File: src/rtl/seg7_to_bcd_capture.sv
// Decodes a stream of 7-segment glyphs back into a packed BCD frame of DIGITS nibbles.
// Build option: define SEG7_ALT_GLYPHS_EN to also accept the alternate 6/7/9 glyphs.
module seg7_to_bcd_capture #(
  parameter int DIGITS         = 4,
  parameter bit SEG_ACTIVE_LOW = 1'b0
) (
  input  logic                clk,
  input  logic                rst_n,
  input  logic                seg_valid,
  output logic                seg_ready,
  input  logic [6:0]          seg,
  input  logic                sync_clr,
  output logic                bcd_valid,
  input  logic                bcd_ready,
  output logic [4*DIGITS-1:0] bcd,
  output logic [DIGITS-1:0]   err_mask,
  output logic                err
);

  localparam int BCD_W = 4 * DIGITS;
  localparam int IDX_W = (DIGITS > 1) ? $clog2(DIGITS) : 1;
  localparam logic [IDX_W-1:0] LAST_IDX = IDX_W'(DIGITS - 1);

  typedef enum logic {COLLECT, HOLD} state_t;

  state_t             state, state_nxt;
  logic [IDX_W-1:0]   idx;
  logic [BCD_W-1:0]   acc, acc_nxt;
  logic [DIGITS-1:0]  acc_err, acc_err_nxt;
  logic [6:0]         seg_dec;
  logic [3:0]         digit;
  logic               digit_err;
  logic               beat, last_beat;

  // Returns {err, nibble}; unknown glyphs map to 4'hF with the error bit set.
  function automatic logic [4:0] decode_glyph(input logic [6:0] pat);
    logic [4:0] res;
    case (pat)
      7'b1111110: res = 5'h00;
      7'b0110000: res = 5'h01;
      7'b1101101: res = 5'h02;
      7'b1111001: res = 5'h03;
      7'b0110011: res = 5'h04;
      7'b1011011: res = 5'h05;
      7'b1011111: res = 5'h06;
      7'b1110000: res = 5'h07;
      7'b1111111: res = 5'h08;
      7'b1111011: res = 5'h09;
`ifdef SEG7_ALT_GLYPHS_EN
      7'b0011111: res = 5'h06;
      7'b1110010: res = 5'h07;
      7'b1110011: res = 5'h09;
`endif
      default:    res = 5'h1F;
    endcase
    return res;
  endfunction

  assign seg_dec                = SEG_ACTIVE_LOW ? ~seg : seg;
  assign {digit_err, digit}     = decode_glyph(seg_dec);
  // A same-cycle sync_clr swallows the beat even though seg_ready is high.
  assign beat      = seg_valid && seg_ready && !sync_clr;
  assign last_beat = beat && (idx == LAST_IDX);

  generate
    if (DIGITS == 1) begin : g_single
      assign acc_nxt     = digit;
      assign acc_err_nxt = digit_err;
    end else begin : g_multi
      assign acc_nxt     = {acc[BCD_W-5:0], digit};
      assign acc_err_nxt = {acc_err[DIGITS-2:0], digit_err};
    end
  endgenerate

  always_ff @(posedge clk or negedge rst_n) begin
    if (!rst_n) state <= COLLECT;
    else        state <= state_nxt;
  end

  always_comb begin
    state_nxt = state;
    case (state)
      COLLECT: if (last_beat) state_nxt = HOLD;
      HOLD:    if (bcd_ready) state_nxt = COLLECT;
      default: state_nxt = COLLECT;
    endcase
  end

  always_comb begin
    seg_ready = (state == COLLECT);
    bcd_valid = (state == HOLD);
  end

  always_ff @(posedge clk or negedge rst_n) begin
    if (!rst_n) begin
      idx      <= '0;
      acc      <= '0;
      acc_err  <= '0;
      bcd      <= '0;
      err_mask <= '0;
      err      <= 1'b0;
    end else if (state == COLLECT) begin
      if (sync_clr) begin
        idx     <= '0;
        acc     <= '0;
        acc_err <= '0;
      end else if (last_beat) begin
        idx      <= '0;
        acc      <= '0;
        acc_err  <= '0;
        bcd      <= acc_nxt;
        err_mask <= acc_err_nxt;
        err      <= |acc_err_nxt;
      end else if (beat) begin
        idx     <= idx + IDX_W'(1);
        acc     <= acc_nxt;
        acc_err <= acc_err_nxt;
      end
    end
  end

endmodule

File: config.mk
export PLATFORM = sky130hd
export DESIGN_NAME = seg7_to_bcd_capture
export DESIGN_NICKNAME = d
export VERILOG_FILES = /design/src/rtl/seg7_to_bcd_capture.sv
export SDC_FILE = /design/constraint.sdc
export NUM_CORES = 1
export LEC_CHECK = 0
export ABC_AREA = 1
export BUFFER_PORTS_ARGS = -buffer_cell sky130_fd_sc_hd__buf_2
export CAP_MARGIN = 10
export CELL_PAD_IN_SITES_DETAIL_PLACEMENT = 1
export CELL_PAD_IN_SITES_GLOBAL_PLACEMENT = 2
export CORE_ASPECT_RATIO = 0.8
export CORE_MARGIN = 4
export CORE_UTILIZATION = 28
export CTS_CLUSTER_DIAMETER = 120
export CTS_CLUSTER_SIZE = 12
export DETAILED_ROUTE_END_ITERATION = 6
export PLACE_DENSITY = 0.79
export SYNTH_ARGS = -nofsm -noshare
export SYNTH_HDL_FRONTEND = slang
export SYNTH_SLANG_ARGS = --single-unit
File: constraint.sdc
create_clock -name clk -period 1.3 [get_ports clk]
set_clock_uncertainty 0.15 [all_clocks]
set_input_delay 0.13 -clock clk [delete_from_list [all_inputs] [get_ports clk]]
set_output_delay 0.13 -clock clk [all_outputs]
set_load 0.05 [all_outputs]
* Word-level counts from Yosys, hierarchy flattened *
Index checks and enable logic that the tools add are counted.

operators by class
  bitwise gates (word level) = 2
  reduce and logical (&&, ||, !) cells = 8
  mux-type cells = 13
  eq/ne operators = 11
  $add $sub $neg = 1

operators with widths
  operator                                                          count
  7-bit == test (second input constant)                             8
  5-bit one-hot mux with 10 select lines                            1
  12-bit two-way mux                                                3
  7-bit by 6-bit == test with 1-bit output (second input constant)  2
  3-bit two-way mux                                                 3
  2-bit two-way mux                                                 3
  4-bit OR reduction                                                1
  1-bit logical AND                                                 3
  3-bit AND reduction                                               1
  3-bit nonzero test                                                1
  2-bit by 1-bit adder with 2-bit output (second input constant)    1
  2-bit == test (second input constant)                             1
  1-bit two-way mux                                                 2
  1-bit NOT                                                         2
  1-bit one-hot mux with 2 select lines                             1
  2-bit AND reduction                                               1
  1-bit logical NOT                                                 1

storage, ports and cells
  bits in registers = 39
  input port bits = 12
  output and inout port bits = 23

* Depth between registers and ports, before layout *
Gate-level depths: netlist of run 1.

  depth in word-level cells = 6
  gate-level depth with buffers = 10
  depth with buffers taken out = 10

* Worst setup path after synthesis of run 1 *
OpenSTA, ideal clock, no wires.

  path kind = register to register
  start = reg state (netlist: bcd_valid)
  end = reg err
  arrival time = 1298 ps
  setup time = 128 ps
  required time = 1022 ps
  cell stages (with the launch flop) = 6
  path slack = -276 ps
  period minus slack after synthesis = 1576 ps
  cells stage by stage = dfrtp_1 > nor2_2 > nand3_1 > buf_2 > nor4_1 > a21oi_1

on the way
  word-level cells in the longest chain between the ends = 5

ends and longest elaborated chain
  what                               RTL line  source
  start: declaration                 26        state_t state, state_nxt;
  start signal: assignment           77        else state <= state_nxt;
  1-bit NOT (no line) (*)            n/a
  1-bit logical AND (2 in series)    62        assign beat = seg_valid && seg_ready && !sync_clr;
  1-bit logical AND                  63        assign last_beat = beat && (idx == LAST_IDX);
  3-bit AND reduction (no line) (*)  n/a
  end signal: assignment             113       err <= |acc_err_nxt;
  end: declaration                   17        output logic err

Mark *: on every way between the ends. The rest lies on a longest branch, timed or not.
A chain may end at the register's enable or synchronous reset.

* Worst setup path after layout of run 1 *
  start = reg idx[0]
  end = reg acc[10]

on the way
  word-level cells in the longest chain between the ends = 4

ends and longest elaborated chain
  what                                                                 RTL line  source
  start: declaration                                                   27        logic [IDX_W-1:0] idx;
  start signal: assignment                                             115       idx <= idx + IDX_W'(1);
  2-bit == test (*)                                                    63
  1-bit logical AND (*)                                                63
  3-bit nonzero test (no line) or 12-bit two-way mux (tied branches)   n/a
  2-bit AND reduction (no line) or 12-bit two-way mux (tied branches)  n/a
  end signal: assignment                                               116       acc <= acc_nxt;
  end: declaration                                                     28        logic [BCD_W-1:0] acc, acc_nxt;

Marked as above.

==> out/qor.yml, run 1 <==
outcome: "finished, violations left"
failed_checks: "negative setup slack"
grt_pass1_vias: 1482
antenna_found_initial: 0
use_met3_pct: 4.215
finalWorstSetupSlack_ns: -0.1008
ir_worst_vdd_mv: 0.4381
place_congestion: 0.7120
synthSimpleGateAreaFrac_pct: 24.08
whs_path_depth: 4
crit_cells: 4
synth_top_family_by_area: "simple AND/OR/NAND/NOR gates"
routed_via_density: 4.466
synth_area_leader_cell: "dfrtp_1"
worstSkewPairLatency_ns: 0.29
arrival_ns: 1.47
worstSetupStartpointType: "flop"
path_max_fanout: 6
crit_chain: "ha_4 > nand3b_1 > buf_6 > o22ai_2"
placed_area_mm2: 0.002039
die_x_um: 95.89
clock_sinks: 39
tightest_slew_ns: 0.2929
synthMuxAreaShare_pct: 0
worst-setup-path-type: "reg2reg"
h-tree-depth: 2
synthCells: 201
ys.warnings.count: 0
ys_seq_elements: 39
area_delta_synth_final_pct: 37.53
slowest_delay_ns: 0.42
hpwl_um: 3152
netlist.area_leader.share_pct: 56.40
power_density_mw_per_mm2: 1348
antenna_left: 0
crit_family: "flip-flops"
clockBufferDepth: 2
finalSetupViolCount: 35
finalHoldViolCount: 0
pwr-share-clk_pct: 32.5
crit_path_end_kind: "flop"
vias: 1465
layout_common_cells: "nand2_1, dfrtp_1, buf_2, inv_1, nand2_2"
io_pins: 35
fmax_ghz: 0.7139
die_h_um: 78.32
drc: 0
routed_wl_um: 4282
setup_tns_ns: -1.358
hp-class: "in2reg"
final_area_mm2: 0.002380
numCtsBuffers: 5
grt_pass1_wl_um: 7265
maxSlewViolCount: 0
met1_usage_pct: 18.17
dr.first_iter.drc_count: 41
cp.required_ns: 1.37
p_leak_nw: 1.192
grt_max_degree: 30
intPower_mw: 2.155
synth_cell_type_count: 21
clk_pin_slew_worst_paths_ns: 0.07
nNetsFinal: 259
ff2ff_path_depth: 4
power_frac_comb_pct: 23.6
cts_root_buf: "clkbuf_8"
maxSlewHeadroom_pct: 80.48
grt_util_met2_pct: 17.70
layout_commonest_cell: "nand2_1"
netlist_top_cells_area: "dfrtp_1, nand2_1, inv_1, o21ai_0, o22ai_1"
core_mm2: 0.005943
maxCapViolCount: 0
hold_ws_ns: 0.03216
seq_power_share_pct: 43.9
pre_cts_slack_ns: -0.07686
die_area_mm2: 0.007510
grt_use_total_pct: 12.35
power_switching_mw: 1.053
swShare_pct: 32.82
synthesis.area_mm2: 0.001730
avgRoutedWirePerCell_um: 13.05
syn_nets: 214
port_buffers: 34
min_period_over_period_pct: 107.8
antenna_cells: 0
gr-total-overflow: 0
synth.avg_cell_area_um2: 8.609
path_buf_inv: 1
cts_tree: "yes"
synth_xor_area_share_pct: 0
synth_compound_area_share_pct: 10.48
power_mw: 3.207
num_rows: 25
initial_core_util_pct: 29.12
top_usage_layer: "met1"
synth_fa_ha_area_share_pct: 0.7231
first_pass_iters: 4
drive_gt1_share_pct: 42.51
fin_crit_ns: 1.401
rsz0062_at_grt: "true"
synth_seq_area_share_pct: 56.40
critPathSlowestCell: "dfrtp_1"
-- routing by layer --
| metal | part of all wire, % | vias up |
|---|---|---|
| li1 | - | 724 |
| met1 | 50 | 712 |
| met2 | 46 | 23 |
| met3 | 4.0 | 6 |
| met4 | 0.72 | 0 |
| met5 | 0 | - |
-- cell usage after synthesis --
cell	number
nor2_1	9
buf_2	1
nand3b_1	1
o21ai_1	4
clkbuf_1	4
dfrtp_1	39
nand2_4	1
nand3_1	8
a21boi_0	1
inv_1	27
o22ai_1	11
ha_1	1
nand2_2	8
nor4_1	1
a21oi_1	2
nor2_4	2
nor2_2	5
o21ai_0	15
buf_6	1
nand2_1	57
inv_2	3
-- worst min-delay path, stage by stage --
cell and delay [ns]:
buf_2 0.07, inv_1 0.09, nand3_1 0.10, nand2_1 0.05
-- stage by stage --
stage / std cells / utilization, %
floorplan: 201 / -
global placement: 316 / 34.32
detailed placement: 316 / 34.32
CTS: 326 / 37.24
global route: 328 / 40.04
finish: 328 / 40.04
-- cells by family (layout without fill, tap and decap cells) --
family                     after synthesis  in the layout
AOI/OAI and AO/OA                       33             33
adders and majority gates                1              1
buffers and inverters                   36             82
DFF                                     39             39
and+or+nand+nor                         92             92
-- registers in the layout (all words and copies together), names as in the netlist --
signal,cells
bcd_valid,1
err_mask,4
err,1
idx,2
acc,12
bcd,16
acc_err,3
-- final timing paths --
kind,start,slack (ns),end
worst max-delay path,idx[0]$_DFFE_PN0P_,-0.10,acc[10]$_DFFE_PN0P_
worst min-delay path,sync_clr,0.03,idx[1]$_DFFE_PN0P_
worst max register to register,idx[0]$_DFFE_PN0P_,-0.10,acc[10]$_DFFE_PN0P_
worst min register to register,bcd[1]$_DFFE_PN0P_,0.32,bcd[1]$_DFFE_PN0P_
max in group asynchronous,rst_n,0.46,idx[0]$_DFFE_PN0P_
min in group asynchronous,rst_n,0.10,err_mask[3]$_DFFE_PN0P_
-- power by group through the flow --
stage	clock (mW)	combinational, mW	sequential [mW]
floorplan	0	0.181	1.71
global placement	0	0.680	1.42
detailed placement	0	0.693	1.42
CTS	1.07	0.708	1.40
global route	1.13	0.817	1.42
finish	1.04	0.757	1.41
-- repair_timing --
action | 4_1_cts | 5_1_grt
buffers inserted | 0 | 1
cloned | 0 | 1
hold buffers | 2 | 0
pin swaps | 0 | 5
resized for setup | 10 | 50
endpoints found under the setup margin | 30 | 40
hold endpoints to repair | 40 | 0
-- final cells by class --
class,instances,area [um2]
tap,81,101.3
clock buffer,6,82.58
sequential,39,977.2
multi-input combinational,126,767.0
fill,702,3563
inverter,30,112.6
clock inverter,2,35.03
timing repair buffer,44,304.0
Power figures use the tool's default switching activity.
==> run 2, diff against run 1 <==
--- a/config.mk
+++ b/config.mk
@@ -16,7 +16,8 @@
 export CTS_CLUSTER_DIAMETER = 120
 export CTS_CLUSTER_SIZE = 12
 export DETAILED_ROUTE_END_ITERATION = 6
-export PLACE_DENSITY = 0.79
+export HOLD_SLACK_MARGIN = 0.15
+export PLACE_DENSITY_LB_ADDON = 0.1
 export SYNTH_ARGS = -nofsm -noshare
 export SYNTH_HDL_FRONTEND = slang
 export SYNTH_SLANG_ARGS = --single-unit
==> run 2 against run 1 <==
The run still ends with negative setup slack left. Via count up 1.1%. Worst hold slack improved by 0.14 ns. Critical path type unchanged. Cell count grew 2.7%. Sequential power is essentially flat. Critical path depth stayed put. Clock power hardly changed. Global-route usage grew 0.54 points. Register-to-register slack got worse by 0.05 ns. Critical endpoint is now acc_err[0]$_DFFE_PN0P_. Routed wire length up 4.9%. Fmax shrank 3.1%. Non-clock buffer count rose by 9.
==> out/qor.yml, run 2 (synthesized netlist as in run 1, its figures left out) <==
pre_cts_slack_ns: -0.09982
intPower_mw: 2.111
layout_common_cells: "nand2_1, dfrtp_1, buf_2, inv_1"
path_buf_inv: 1
layout_commonest_cell: "nand2_1"
cp.required_ns: 1.36
reg2reg_from: "idx[1]$_DFFE_PN0P_"
maxSlewHeadroom_pct: 70.98
power_frac_comb_pct: 24.1
min_period_over_period_pct: 111.3
maxSlewViolCount: 0
first_pass_iters: 2
routed_wl_um: 4490
crit_chain: "ha_4 > nand3b_1 > buf_6 > o22ai_2"
hp-class: "in2async"
initial_core_util_pct: 29.12
tightest_slew_ns: 0.4353
seq_power_share_pct: 43.9
clock_sinks: 39
drc: 0
fmax_ghz: 0.6914
clockBufferDepth: 2
worstSkewPairLatency_ns: 0.29
nNetsFinal: 268
failed_checks: "negative setup slack"
ff2ff_setup_slack_ns: -0.15
power_switching_mw: 1.060
gr-total-overflow: 0
antenna_cells: 0
critPathSlowestCell: "dfrtp_1"
dr.first_iter.drc_count: 37
outcome: "finished, violations left"
grt_use_total_pct: 12.89
clk_pin_slew_worst_paths_ns: 0.08
worstSetupStartpointType: "flop"
die_x_um: 95.89
crit_cells: 4
grt_pass1_wl_um: 7507
power_density_mw_per_mm2: 1312
h-tree-depth: 2
antenna_found_initial: 0
numCtsBuffers: 5
num_rows: 25
arrival_ns: 1.51
p_leak_nw: 1.226
maxCapViolCount: 0
top_register: "bcd"
final_cell_count_no_fill: 337
top_regs: "bcd: 16 flops, acc: 12 flops, err_mask: 4 flops"
drive_gt1_share_pct: 37.50
regArea_um2: 977.2
worst-setup-path-type: "reg2reg"
vias: 1481
io_pins: 35
area_delta_synth_final_pct: 39.70
grt_max_degree: 27
multi_input_area_um2: 732.0
place_congestion: 0.7204
antenna_left: 0
grt_pass1_vias: 1533
path_max_fanout: 6
slowest_delay_ns: 0.43
fillers: 723
place_inst: 318
hpwl_um: 3281
ir_worst_vdd_mv: 0.5402
core_mm2: 0.005943
die_h_um: 78.32
finalSetupViolCount: 40
cts_root_buf: "clkbuf_8"
largest_register_ffs: 16
pwr-share-clk_pct: 32.1
finalWorstSetupSlack_ns: -0.1463
fin_crit_ns: 1.446
timing.rr.end: "acc_err[0]$_DFFE_PN0P_"
crit_family: "flip-flops"
die_area_mm2: 0.007510
rsz0062_at_grt: "true"
finalHoldViolCount: 0
cts_tree: "yes"
avgRoutedWirePerCell_um: 13.32
ff2ff_path_depth: 4
port_buffers: 34
routed_via_density: 4.395
swShare_pct: 33.44
crit_path_end_kind: "flop"
==> run 2: cell types whose count changed in the layout (fill, tap and decap cells not counted), sizes merged <==
cell	delta
clkinv	+1
clkbuf	-2
dlygate4sd3	+2
buf	+8
==> run 2: stage by stage <==
step	util, %	power [mW]	setup TNS, ns	hold WS, ns	instance area (um2)
floorplan	-	1.891	-1.053	-0.3156	1754
global placement	34.78	2.093	-0.009284	-0.06231	2067
detailed placement	34.78	2.113	-1.546	-0.04900	2067
CTS	38.69	3.184	-2.072	0.1747	2300
global route	40.67	3.342	-5.768	0.2036	2417
finish	40.67	3.171	-3.302	0.1746	2417
==> run 2: power by group through the flow <==
stage               sequential, mW  clock, mW  combinational, mW
detailed placement            1.41          0              0.700
global placement              1.41          0              0.686
finish                        1.39       1.02              0.763
floorplan                     1.71          0              0.181
global route                  1.41       1.11              0.823
CTS                           1.39       1.05              0.740
==> run 2: area by class of cell <==
class / count / share of cell area (%)
Inverter: 30 / 4.762
Multi-Input combinational cell: 126 / 30.28
Sequential cell: 39 / 40.42
Clock inverter: 3 / 1.812
Clock buffer: 5 / 2.847
Tap cell: 81 / 4.193
Timing Repair Buffer: 53 / 15.68
==> run 2: metal layers <==
metal  GRT usage (%)  share of wire (%)
met2           20.82                 49
met5               0                  0
met3           3.257                3.6
met4           3.409               0.47
met1           17.13                 47
==> run 2: worst max-delay path by stage <==
stage	end	slack (ns)	startpoint
6_report	acc_err[0]$_DFFE_PN0P_	-0.15	idx[1]$_DFFE_PN0P_
2_1_floorplan	err$_DFFE_PN0P_	-0.1	bcd_valid$_DFF_PN0_
3_5_place_dp	acc_err[0]$_DFFE_PN0P_	-0.1	idx[0]$_DFFE_PN0P_
3_3_place_gp	acc_err[0]$_DFFE_PN0P_	-0.009	idx[0]$_DFFE_PN0P_
5_1_grt	acc_err[0]$_DFFE_PN0P_	-0.20	idx[1]$_DFFE_PN0P_
4_1_cts	acc[1]$_DFFE_PN0P_	-0.10	bcd_valid$_DFF_PN0_
==> run 2: repair_timing <==
item,4_1_cts,5_1_grt
resized for setup,13,27
hold buffers,4,0
endpoints found under the setup margin,38,40
gates cloned,1,0
pin swaps,0,2
setup buffers,2,4
endpoints found under the hold margin,43,0
